**src/rtl/mips_defs.sv**
```systemverilog
// Shared MIPS pipeline constants: NOP encoding, default reset PC and word alignment.
package mips_defs;
   localparam int unsigned XLEN = 32;

   localparam logic [XLEN-1:0] NOP_INSTR        = 32'h0000_0000;
   localparam logic [XLEN-1:0] DEFAULT_RESET_PC = 32'h0000_0000;
   localparam logic [XLEN-1:0] WORD_ALIGN_MASK  = 32'hFFFF_FFFC;

   function automatic logic [XLEN-1:0] align_word(input logic [XLEN-1:0] addr);
      return addr & WORD_ALIGN_MASK;
   endfunction
endpackage

```
**src/rtl/instruction_fetch_pc_register.sv**
```systemverilog
// Program counter: 32-bit register with async reset to RESET_PC and a load enable.
module pc_register
   import mips_defs::*;
#(
   parameter logic [XLEN-1:0] RESET_PC = DEFAULT_RESET_PC
) (
   input  logic            clk,
   input  logic            rst,
   input  logic            en,
   input  logic [XLEN-1:0] d,
   output logic [XLEN-1:0] q
);

   always_ff @(posedge clk or posedge rst) begin
      if (rst)
         q <= RESET_PC;
      else if (en)
         q <= d;
   end

endmodule

```
**src/rtl/instruction_fetch.sv**
```systemverilog
// MIPS IF stage: owns the PC, drives the instruction-memory address and fills IF/ID,
// honouring stalls, flushes, ID-stage jumps and EX-stage branches.
module instruction_fetch
   import mips_defs::*;
#(
   parameter logic [XLEN-1:0] RESET_PC = DEFAULT_RESET_PC
) (
   input  logic            Clk,
   input  logic            Rst,
   input  logic            Stall,
   input  logic            Flush,
   input  logic            BranchTaken,
   input  logic [XLEN-1:0] BranchTarget,
   input  logic            JumpTaken,
   input  logic [XLEN-1:0] JumpTarget,
   output logic [XLEN-1:0] ImemAddress,
   input  logic [XLEN-1:0] ImemInstruction,
   output logic [XLEN-1:0] PC,
   output logic [XLEN-1:0] IF_ID_Instruction,
   output logic [XLEN-1:0] IF_ID_PCPlus4,
   output logic            IF_ID_Valid,
   output logic            MisalignErr
);

   logic [XLEN-1:0] pc_q;
   logic [XLEN-1:0] pc_plus4;
   logic [XLEN-1:0] next_pc;
   logic            pc_load;
   logic            redirect;
   logic            misalign_next;

   assign pc_plus4    = pc_q + XLEN'(4);
   assign redirect    = BranchTaken | JumpTaken;
   assign ImemAddress = pc_q;
   assign PC          = pc_q;

   // Next-PC select: the older branch beats the jump, and any redirect beats a stall.
   always_comb begin
      next_pc       = pc_plus4;
      pc_load       = 1'b1;
      misalign_next = 1'b0;
      if (BranchTaken) begin
         next_pc       = align_word(BranchTarget);
         misalign_next = |BranchTarget[1:0];
      end else if (JumpTaken) begin
         next_pc       = align_word(JumpTarget);
         misalign_next = |JumpTarget[1:0];
      end else if (Stall) begin
         next_pc = pc_q;
         pc_load = 1'b0;
      end
   end

   pc_register #(
      .RESET_PC (RESET_PC)
   ) u_pc_register (
      .clk (Clk),
      .rst (Rst),
      .en  (pc_load),
      .d   (next_pc),
      .q   (pc_q)
   );

   // IF/ID pipeline register: a redirect or flush squashes the wrong-path fetch.
   always_ff @(posedge Clk or posedge Rst) begin
      if (Rst) begin
         IF_ID_Instruction <= NOP_INSTR;
         IF_ID_PCPlus4     <= '0;
         IF_ID_Valid       <= 1'b0;
      end else if (redirect || Flush) begin
         IF_ID_Instruction <= NOP_INSTR;
         IF_ID_PCPlus4     <= '0;
         IF_ID_Valid       <= 1'b0;
      end else if (!Stall) begin
         IF_ID_Instruction <= ImemInstruction;
         IF_ID_PCPlus4     <= pc_plus4;
         IF_ID_Valid       <= 1'b1;
      end
   end

   always_ff @(posedge Clk or posedge Rst) begin
      if (Rst)
         MisalignErr <= 1'b0;
      else
         MisalignErr <= misalign_next;
   end

endmodule

```
**config.mk**
```make
export PLATFORM = sky130hd
export DESIGN_NAME = instruction_fetch
export DESIGN_NICKNAME = d
export VERILOG_FILES = /design/src/rtl/mips_defs.sv /design/src/rtl/instruction_fetch_pc_register.sv /design/src/rtl/instruction_fetch.sv
export SDC_FILE = /design/constraint.sdc
export NUM_CORES = 1
export LEC_CHECK = 0
export ABC_AREA = 1
export CAP_MARGIN = 0
export CORE_ASPECT_RATIO = 0.9
export CORE_MARGIN = 1
export CORE_UTILIZATION = 40
export DETAILED_ROUTE_END_ITERATION = 10
export DONT_BUFFER_PORTS = 1
export PLACE_DENSITY = 0.5
export SYNTH_ARGS = -nofsm -noshare
export SYNTH_HDL_FRONTEND = slang
export SYNTH_HIERARCHICAL = 1
export SYNTH_SLANG_ARGS = --single-unit
```
**constraint.sdc**
```tcl
create_clock -name Clk -period 2.5 [get_ports Clk]
set_clock_uncertainty 0.05 [all_clocks]
set_input_delay 0.25 -clock Clk [delete_from_list [all_inputs] [get_ports Clk]]
set_output_delay 0.25 -clock Clk [all_outputs]
set_load 0.01 [all_outputs]
```
=== After elaboration in Yosys (flattened, before gate mapping) ===
Cells that the tools add are included.

* Flip-flop bits (word level): 98
* Bits of input ports: 102
* Word-level logic and storage cells: 26

* Add/sub/neg operators: 1
* Equality and inequality tests: 2
* Multiplexer cells: 13
* Bitwise operators: 1
* Reductions and logical operators: 4

{| class="wikitable"
|+ Operator list
! cell !! count
|-
| $mux 32 || 6
|-
| $add 32x3->32 const B || 1
|-
| $mux 1 || 7
|-
| $reduce_or 2->1 || 2
|-
| $ne 3x1->1 const B || 1
|-
| $ne 2x1->1 const B || 1
|-
| $reduce_and 2->1 || 1
|-
| $logic_or 1x1->1 || 1
|-
| $or 1x1->1 || 1
|}

=== Depth between registers and ports, before layout ===
* Depth in word-level cells: 4
* Depth in mapped cells: 12
* Gate-level depth less buffers: 12

=== By module ===
Netlist, hierarchy kept.

{| class="wikitable"
|+ Modules (own cells, without submodules)
! module !! instances !! cells an instance !! area each (um^2) !! sequential area each (um^2)
|-
| instruction_fetch || 1 || 589 || 4464.3 || 1651.6
|-
| pc_register || 1 || 137 || 1296.2 || 800.8
|}

=== Least setup slack after synthesis ===
OpenSTA, ideal clock, no wires.

* Kind: register to register
* Start: reg u_pc_register.q[2]
* End: reg u_pc_register.q[22]
* Setup time: 0.117 ns
* Arrival time: 1.567 ns
* Slack: 0.766 ns
* Cell stages (with the launch flop): 13
* Buffers on the path: 0
* Period minus slack after synthesis: 1.734 ns
* Path through: dfrtp_1 > ha_1 > nand2_1 > nor2_2 > nand2_4 > nor2_4 > nand2_1 > nand2_1 > nand3_1 > nand2_1 > nand2_1 > nand2_1 > nand2_1

* Longest elaborated chain between the ends: 4

{| class="wikitable"
|+ RTL lines
! item !! RTL line !! RTL
|-
| from (decl) || instruction_fetch_pc_register.sv:11 || <nowiki>output logic [XLEN-1:0] q</nowiki>
|-
| from (signal assigned) || instruction_fetch_pc_register.sv:16 || <nowiki>q <= RESET_PC;</nowiki>
|-
| from (signal assigned) || instruction_fetch_pc_register.sv:18 || <nowiki>q <= d;</nowiki>
|-
| $add 32x3->32 || instruction_fetch.sv:32 || <nowiki>assign pc_plus4 = pc_q + XLEN'(4);</nowiki>
|-
| $mux 32 || instruction_fetch.sv:48 || <nowiki>end else if (Stall) begin</nowiki>
|-
| $mux 32 || instruction_fetch.sv:45 || <nowiki>end else if (JumpTaken) begin</nowiki>
|-
| $mux 32 || instruction_fetch.sv:42 || <nowiki>if (BranchTaken) begin</nowiki>
|-
| via next_pc[22] || instruction_fetch.sv:27 || <nowiki>logic [XLEN-1:0] next_pc;</nowiki>
|}

The timed path passes the listed nets, and every way through them passes these cells. The select of a mux whose other input is x is not followed.
A chain may end at the register's enable or synchronous reset.

=== Final worst setup path ===
* Start: reg u_pc_register.q[4]
* End: reg u_pc_register.q[25]

The elaborated chain is that of the path after synthesis.

==> run summary <==
post-CTS setup buffer count: 0
largest net degree at the start of global routing: 45
RD Place Congestion: 0.8588
Post-DP Area: 5625 um^2
crit-path cells: nand2_1 > nor2_2 > nand2_4 > nor2_4 > nand2_1 > nand2_1 > nand3_2 > nand2_1 > nand2_1 > nand2_1 > nand2_1
Clock Sink Count: 98
vias: 4907
fin nets: 822
Synth async-reset ratio: 100.0%
crit end category: flip-flop
filler cell count: 1451
Post-synth EDFFs: 0
row cnt: 41
sum of negative setup slack: 0 ns
ys flop type: dfrtp_1
number of global-route vias before repair: 4769
worst path buffer plus inverter count: 0
1st-pass router iterations: 5
overall die area: 14890 um^2
yosys warns: 6
post-route ant nets: 0
Avg Inst Size Synth: 7.935 um^2
MaxCap Viol Count: 0
post_cts resized: 0
Syn-to-layout area delta: 9.579%
Startpoint Class: flip-flop
final hold vios: 0
total global-route track usage: 23.07%
final instance area: 6312 um^2
Crit Path Category: reg2reg
CTS Buf Count: 9
crit-path leading delay family: simple AND/OR/NAND/NOR gates
first-pass GRT wire length: 26.01 mm
Hold Path Class: in2reg
final setup violation count: 0
PnR worst setup slack: 0.5382 ns
crit-path max FO: 10
worst setup path start: u_pc_register/q[4]$_DFFE_PP0P_
Pleak: 3.006 nW
slew margin rel.: 60.62%
Seq/Total Area, Yosys: 42.57%
Hold Crit Start: JumpTarget[10]
aggregate routed wire length: 17.17 mm
diode count: 0
port bufs: 0
Slowest-stage cell, CP: dfrtp_1
share of layout cells above drive strength 1: 10.22%
DRC viols: 0
CTS root buf: clkbuf_16
H-tree depth: 3
CTS Buffer Depth: 2
status: finished, final reports clean
final global-route overflow total: 0
Switching Share: 31.49%
Final period util: 78.47%
Slew Limit Fails: 0
Critical Path RT: 2.70 ns
routed length per instance: 18.72 um
Net Switching: 1.231 mW
sequential share of power: 48.1%
Cell Pwr Density: 619.3 nW/um^2
post-synthesis cell area: 5761 um^2
slowest stage delay, CP: 0.66 ns
power share of the clock group: 38.2%
DIE WIDTH: 128.5 um
worst-margin pin slew: 0.5899 ns
Synth Instances: 726
RSZ-0062 raised after global routing: false
post-layout util: 44.91%
core area: 14060 um^2
drt initial violations: 271
combinational power share: 13.7%
flops & latches, synth: 98
Final HPWL DP: 11.52 mm
Initial Util: 40.98%
initial antenna violation count: 0
CTS Hold Bufs: 37
Boundary Pins: 232
count of unique library cells instantiated by Yosys: 37
reg2reg start: u_pc_register/q[4]$_DFFE_PP0P_
Int Power: 2.678 mW
DIE HEIGHT: 115.8 um
clk_lat worst skew: 0.36 ns
setup slack at placement: 0.5777 ns
vias per std cell: 5.351
f_max: 0.5097 GHz
synthesized net count: 829
worst ir drop on vdd: 366.9 uV
most used cell, CP: nand2_1
CTS tree: yes
Worst-path clk slew: 0.08 ns
Final min period: 1.962 ns
CP arrival: 2.16 ns
==> power groups by stage <==
stage	sequential, mW	combinational, mW	clock, mW
after CTS	1.88	0.538	1.54
after global routing	1.90	0.603	1.61
after floorplan	1.84	0.497	0
final	1.88	0.535	1.50
after global placement	1.91	0.477	0
after detailed placement	1.91	0.487	0
==> placed cells by master (no fill, tap or decap), types with 12 or more instances in the layout <==
| cell type | netlist | layout |
|---|---|---|
| nand2_1 | 230 | 230 |
| dfrtp_1 | 98 | 98 |
| a22o_1 | 51 | 51 |
| nor2_1 | 50 | 49 |
| inv_1 | 47 | 46 |
| o21ai_0 | 43 | 43 |
| nand3_1 | 37 | 37 |
| dlygate4sd3_1 | 0 | 37 |
| a21oi_1 | 17 | 17 |
| nand2_2 | 14 | 14 |
| buf_4 | 37 | 12 |
==> area by class of cell <==
cell class | count | area, um^2 | share of cell area, %
repair buffers | 49 | 460.4 | 7.294
flip-flops and latches | 98 | 2452 | 38.85
clock inverters | 7 | 91.34 | 1.447
multi-input cells | 509 | 2638 | 41.78
clock buffers | 9 | 225.2 | 3.568
inverters | 52 | 203.9 | 3.231
well taps | 193 | 241.5 | 3.826
==> cell families after synthesis <==
kind of cell	share of synthesized area [%]
compound gates	15.88
simple gates	28.50
buf+inv	11.77
xor+xnor	1.064
flops	42.57
fa+ha+maj	0.2172
==> synthesized netlist by cell type (6+ instances only) <==
library cell / number / area [um^2]
nand2_1: 230 / 863.3
dfrtp_1: 98 / 2452
a22o_1: 51 / 446.7
nor2_1: 50 / 187.7
inv_1: 47 / 176.4
o21ai_0: 43 / 215.2
buf_4: 37 / 277.8
nand3_1: 37 / 185.2
a21oi_1: 17 / 85.08
nand2_2: 14 / 87.58
buf_2: 12 / 60.06
clkbuf_1: 11 / 41.29
a31oi_1: 8 / 50.05
nor2_4: 8 / 90.09
nor2_2: 6 / 37.54
==> worst paths after layout <==
| check | end | slack (ns) | cells past startpoint |
|---|---|---|---|
| min in group asynchronous | IF_ID_Instruction[3]$_DFFE_PP0P_ | 0.38 | 2 |
| worst max-delay path | u_pc_register/q[25]$_DFFE_PP0P_ | 0.54 | 11 |
| worst max register to register | u_pc_register/q[25]$_DFFE_PP0P_ | 0.54 | 11 |
| max in group asynchronous | IF_ID_PCPlus4[25]$_DFFE_PP0P_ | 1.26 | 3 |
| worst min-delay path | u_pc_register/q[10]$_DFFE_PP0P_ | 0.07 | 4 |
| worst min register to register | IF_ID_PCPlus4[6]$_DFFE_PP0P_ | 0.52 | 2 |
==> routing by layer <==
layer / vias up / share of wire [%] / track usage [%]
met4: 0 / 0.96 / 5.333
met3: 17 / 8.9 / 8.079
met1: 2346 / 43 / 27.48
met5: - / 0 / 0
met2: 218 / 47 / 40.00
li1: 2326 / - / -
==> sequential cells by signal, summed over array words and instances (netlist names) <==
name and flops:
IF_ID_Instruction 32, IF_ID_PCPlus4 32, IF_ID_Valid 1, MisalignErr 1, u_pc_register/q 32
==> metrics by stage <==
stage / hold slack, ns / std cells / power (mW)
global placement: 0.1742 / 864 / 2.388
floorplan: 0.3162 / 726 / 2.335
global route: 0.08236 / 917 / 4.109
detailed placement: 0.1877 / 864 / 2.400
CTS: 0.06600 / 917 / 3.956
finish: 0.07453 / 917 / 3.910
==> tightest hold or removal path: cells and delay by family <==
kind / cells / cell delay, ns
AND/OR/NAND/NOR: 4 / 0.20
(Power assumes the default switching activity.)
